**src/rtl/uart_tx_fifo.sv**
```systemverilog
// Buffered UART transmitter: power-of-two FIFO feeding a start/data/parity/stop serialiser.
// A word pushed into an idle, empty block starts its start bit one cycle later; in_ready drops while the FIFO is full.
module uart_tx_fifo #(
  parameter int CLOCKS_PER_BIT = 4,
  parameter int DATA_BITS      = 8,
  parameter int PARITY         = 0,
  parameter int STOP_BITS      = 1,
  parameter int DEPTH          = 16
) (
  input  logic                     clk,
  input  logic                     reset,
  input  logic [DATA_BITS-1:0]     in_data,
  input  logic                     in_valid,
  output logic                     in_ready,
  output logic                     out_tx,
  output logic                     out_busy,
  output logic [$clog2(DEPTH):0]   out_count
);

  localparam int AW = $clog2(DEPTH);
  localparam int CW = $clog2(CLOCKS_PER_BIT);
  localparam int BW = 4;

  typedef enum logic [2:0] {IDLE, START, DATA, PAR, STOP} state_t;

  logic [DATA_BITS-1:0] mem [DEPTH];
  logic [AW-1:0]        wr_ptr, rd_ptr;
  logic [AW:0]          count;

  state_t               state, state_nxt;
  logic [CW-1:0]        cyc_cnt, cyc_nxt;
  logic [BW-1:0]        bit_cnt, bit_nxt;
  logic [DATA_BITS-1:0] shift_q, shift_nxt;
  logic                 par_q, par_nxt;
  logic                 tx_nxt;

  logic push, pop, bit_end, last_stop;

  assign in_ready  = count < (AW+1)'(DEPTH);
  assign push      = in_valid && in_ready;
  assign bit_end   = cyc_cnt == CW'(CLOCKS_PER_BIT - 1);
  assign last_stop = (state == STOP) && bit_end && (bit_cnt == BW'(STOP_BITS - 1));
  // Loading at the last stop cycle is what makes frames run back-to-back.
  assign pop       = ((state == IDLE) || last_stop) && (count != '0);

  assign out_busy  = state != IDLE;
  assign out_count = count;

  always_ff @(posedge clk) begin
    if (push) mem[wr_ptr] <= in_data;
  end

  always_ff @(posedge clk or posedge reset) begin
    if (reset) begin
      wr_ptr <= '0;
      rd_ptr <= '0;
      count  <= '0;
    end else begin
      if (push) wr_ptr <= wr_ptr + AW'(1);
      if (pop)  rd_ptr <= rd_ptr + AW'(1);
      if (push && !pop)      count <= count + (AW+1)'(1);
      else if (!push && pop) count <= count - (AW+1)'(1);
    end
  end

  always_comb begin
    state_nxt = state;
    cyc_nxt   = cyc_cnt;
    bit_nxt   = bit_cnt;
    shift_nxt = shift_q;
    par_nxt   = par_q;
    tx_nxt    = 1'b1;

    if (state != IDLE) cyc_nxt = bit_end ? '0 : cyc_cnt + CW'(1);

    unique case (state)
      IDLE: ;
      START: begin
        if (bit_end) begin
          state_nxt = DATA;
          bit_nxt   = '0;
        end
      end
      DATA: begin
        if (bit_end) begin
          if (bit_cnt == BW'(DATA_BITS - 1)) begin
            state_nxt = (PARITY != 0) ? PAR : STOP;
            bit_nxt   = '0;
          end else begin
            bit_nxt   = bit_cnt + BW'(1);
            shift_nxt = shift_q >> 1;
          end
        end
      end
      PAR: begin
        if (bit_end) begin
          state_nxt = STOP;
          bit_nxt   = '0;
        end
      end
      STOP: begin
        if (bit_end) begin
          if (bit_cnt == BW'(STOP_BITS - 1)) state_nxt = IDLE;
          else                                bit_nxt   = bit_cnt + BW'(1);
        end
      end
      default: state_nxt = IDLE;
    endcase

    // Parity is captured from the word as it is loaded, not from the shifting copy.
    if (pop) begin
      state_nxt = START;
      cyc_nxt   = '0;
      bit_nxt   = '0;
      shift_nxt = mem[rd_ptr];
      par_nxt   = (^mem[rd_ptr]) ^ (PARITY == 2);
    end

    unique case (state_nxt)
      START:   tx_nxt = 1'b0;
      DATA:    tx_nxt = shift_nxt[0];
      PAR:     tx_nxt = par_nxt;
      default: tx_nxt = 1'b1;
    endcase
  end

  always_ff @(posedge clk or posedge reset) begin
    if (reset) begin
      state   <= IDLE;
      cyc_cnt <= '0;
      bit_cnt <= '0;
      shift_q <= '0;
      par_q   <= 1'b0;
      out_tx  <= 1'b1;
    end else begin
      state   <= state_nxt;
      cyc_cnt <= cyc_nxt;
      bit_cnt <= bit_nxt;
      shift_q <= shift_nxt;
      par_q   <= par_nxt;
      out_tx  <= tx_nxt;
    end
  end

endmodule

```
**config.mk**
```make
export PLATFORM = sky130hd
export DESIGN_NAME = uart_tx_fifo
export DESIGN_NICKNAME = d
export VERILOG_FILES = /design/src/rtl/uart_tx_fifo.sv
export SDC_FILE = /design/constraint.sdc
export NUM_CORES = 1
export LEC_CHECK = 0
export CAP_MARGIN = 20
export CORE_ASPECT_RATIO = 2
export CORE_MARGIN = 2
export CORE_UTILIZATION = 31
export CTS_CLUSTER_SIZE = 12
export DETAILED_ROUTE_END_ITERATION = 16
export PLACE_DENSITY = 0.59
export REMOVE_ABC_BUFFERS = 1
export SETUP_SLACK_MARGIN = 0.02
export SKIP_CTS_REPAIR_TIMING = 1
export SYNTH_ARGS = -nofsm -noshare
export SYNTH_HDL_FRONTEND = slang
export SYNTH_SLANG_ARGS = --single-unit
```
**constraint.sdc**
```tcl
create_clock -name clk -period 2.88 [get_ports clk]
set_clock_uncertainty 0.15 [all_clocks]
set_input_delay 0.432 -clock clk [delete_from_list [all_inputs] [get_ports clk]]
set_output_delay 0.432 -clock clk [all_outputs]
set_load 0.01 [all_outputs]
```
==> metrics.csv <==
stage,metric,value,unit
timing,final setup violation count,0,
floorplan,Site Rows,77,
clock_tree,clk root buf,clkbuf_16,
final_layout,multi-input logic area,2070,um2
run_status,status,"complete, no violations",
setup_path,"Max FO, Critical Path",14,
final_layout,Area Growth Syn to Fin,18.3,%
final_layout,fillers,2035,
global_route,gr ovfl total,0,
setup_path,data required time of the critical path,3.08,ns
logic_synthesis,Yosys top cell area share,56.0,%
clock_tree,total CTS buffers,17,
timing,Hold WS,0.303,ns
logic_synthesis,Netlist Area Pre-Place,6870,um2
timing,min Tclk post-route,2.73,ns
final_layout,Seq. cell area,4650,um2
logic_synthesis,register area share after synthesis,67.6,%
timing,final hold vios,0,
setup_path,Setup crit start kind,register,
clock_tree,clk slew on worst S/H paths,0.06,ns
floorplan,Die ar.,23400,um2
logic_synthesis,Post-Syn Area per Cell,16.9,um2
detailed_routing,DR vias,3586,
placement,IO buf count,18,
global_route,number of global-route vias before repair,3739,
placement,Placement Cell Area,7510,um2
floorplan,core area,22000,um2
floorplan,Ports,19,
final_layout,post-layout instance area,8130,um2
detailed_routing,routed len/inst,18.7,um
detailed_routing,Pre-antenna DRT Iters,4,
floorplan,Die Ht,215,um
clock_tree,Clock Sinks,160,
detailed_routing,# DRC,0,
timing,Worst Max-Slew Pin Slew,0.793,ns
clock_tree,CTS H-tree lvls,4,
global_route,GRT Total Usage,12.6,%
timing,unrepaired setup endpoints after global routing,no,
setup_path,Critical Path End Type,register,
timing,fmax,0.367,GHz
floorplan,Starting Density,31.3,%
logic_synthesis,synth unique cells,43,
timing,Max-slew headroom,47.1,%
clock_tree,CTS tree,yes,
final_layout,Final #Nets,478,
placement,post-DP HPWL,9840,um
global_route,largest net degree at the start of global routing,35,
final_layout,share of cells above drive strength 1,18.0,%
hold_path,HP Class,in -> async,
logic_synthesis,"Async S/R FF share, synth",20.0,%
floorplan,DIE WIDTH,109,um
flow_run,Max-cap violations,0,
logic_synthesis,number of cells produced by synthesis,406,
logic_synthesis,cell taking the most area after synthesis,edfxtp_1,
clock_tree,clk_lat worst skew,0.42,ns
setup_path,Crit-path slowest cell,mux4_2,
final_layout,fin util,37.0,%
setup_path,critical path type,reg -> reg,
timing,Tcrit/Tclk final,94.7,%
detailed_routing,Iter 0 DRT Violations,164,
global_route,first-pass GRT wire length,21200,um
detailed_routing,vias per cell,4.83,
logic_synthesis,number of synthesized flops with an enable pin,128,
setup_path,Worst Path Arrival,2.93,ns
placement,GPL Wtd Cong,0.774,
power,Power Dens Cells,982,nW/um2
timing,"Slew Viols, Final",0,
clock_tree,CTS max path bufs,2,
setup_path,cell chain of the critical path,buf_12 > buf_4 > mux4_2 > mux2i_1 > xnor2_1 > nor2_1 > a21oi_2 > xnor3_1 > o21ai_1,
final_layout,ANT cells,0,
detailed_routing,number of antenna-violating nets in the routed design,0,
logic_synthesis,Synth area leaders,"edfxtp_1 56%, dfrtp_1 11%, mux4_1 7.3%",
logic_synthesis,"Primary FF master, synth",edfxtp_1,
timing,Fin Setup TNS,0,ns
detailed_routing,Total Routed Length,13900,um
power,worst vdd ir,0.345,mV
global_route,antenna violations before repair,0,
logic_synthesis,Seq cells post-synth,160,
setup_path,Critical Path Max Stage Delay,0.50,ns
logic_synthesis,Ys Warns,0,
power,Leakage,0.00285,uW
metal layers:
metal	track usage, %	up-vias	part of all wire [%]	wire length (um)
li1	-	1660	-	-
met1	11.9	1856	34	4700
met2	24.6	51	62	8560
met3	2.55	19	2.2	300
met4	5.65	0	2.6	362
met5	0	-	0	0
state kept, by name, indices dropped and copies added (netlist names):
name       flops
mem          128
out_count      5
bit_cnt        4
wr_ptr         4
shift_q        8
cyc_cnt        2
par_q          1
out_tx         1
rd_ptr         4
state          3
kinds of logic after synthesis:
group           count (synthesis)  share of synthesized area, %
buf+inv                        34                          2.60
mux                            62                          16.0
simple gates                   77                          5.05
flops                         160                          67.6
compound gates                 39                          3.37
fa+ha+maj                      13                          2.48
xor+xnor                       21                          2.88
cell type report:
class                      instances  share of cell area, %
clock buffer                      19                   5.33
tap                              276                   4.25
multi-input combinational        212                   25.4
sequential                       160                   57.2
inverter                          13                  0.601
clock inverter                    13                   1.49
timing repair buffer              50                   5.70
synth_stat cells, types with 2 or more instances:
master,number
buf_4,5
inv_1,13
o21ai_0,9
nand3_1,3
a21o_1,2
nor2_1,32
mux4_1,19
clkbuf_1,8
xnor2_1,12
xor2_1,8
a211oi_1,5
and3_1,2
o21ai_1,2
edfxtp_1,128
nand2b_1,3
nor3b_1,2
dfrtp_1,31
nand4_1,2
buf_6,2
nand2_1,20
ha_1,12
a21oi_1,15
nor2b_1,2
mux4_2,13
mux2i_1,25
buf_1,4
nor3_1,7
mux2_2,5
path summary, 6_finish.rpt:
kind,slack (ns),from,depth (start not counted),end
max,0.15,rd_ptr[1],9,par_q
min,0.30,reset,2,wr_ptr[2]
max reg2reg,0.15,rd_ptr[1],9,par_q
min reg2reg,0.35,cyc_cnt[1],2,cyc_cnt[1]
max in group asynchronous,1.62,reset,3,shift_q[7]
min in group clk,0.35,cyc_cnt[1],2,cyc_cnt[1]
per-stage QoR:
step	instances	setup slack (ns)	power, uW
2_1_floorplan	385	-0.322	4950
3_3_place_gp	708	0.108	5720
3_5_place_dp	708	0.0693	5820
4_1_cts	740	0.0443	7960
5_1_grt	743	0.0279	8430
6_report	743	0.152	7980
placed cells by master, fill, tap and decap left out, types with 13 or more instances in the layout:
| cell | synthesis | routed |
|---|---|---|
| clkdlybuf4s50_1 | 0 | 18 |
| dfrtp_1 | 31 | 30 |
| a21oi_1 | 15 | 14 |
| nand2_1 | 20 | 20 |
| mux4_2 | 13 | 13 |
| inv_1 | 13 | 13 |
| clkbuf_16 | 0 | 18 |
| nor2_1 | 32 | 32 |
| mux4_1 | 19 | 19 |
| edfxtp_1 | 128 | 128 |
| mux2i_1 | 25 | 25 |
| buf_4 | 5 | 29 |
report_power, final:
group	internal (uW)	leakage (uW)	switching [uW]
logic	1410	0.00104	1400
clock network	1260	0.000263	869
registers	2830	0.00154	228
total	5490	0.00285	2490
worst max-delay path, delay by kind of cell (launching register included):
family	cells	cell delay [ns]
DFF	1	0.44
xor gates and xnor gates	2	0.49
buffers and inverters	2	0.38
and+or+nand+nor	1	0.08
AOI/OAI and AO/OA	2	0.25
muxes	2	0.86
Power figures use the tool's default switching activity.
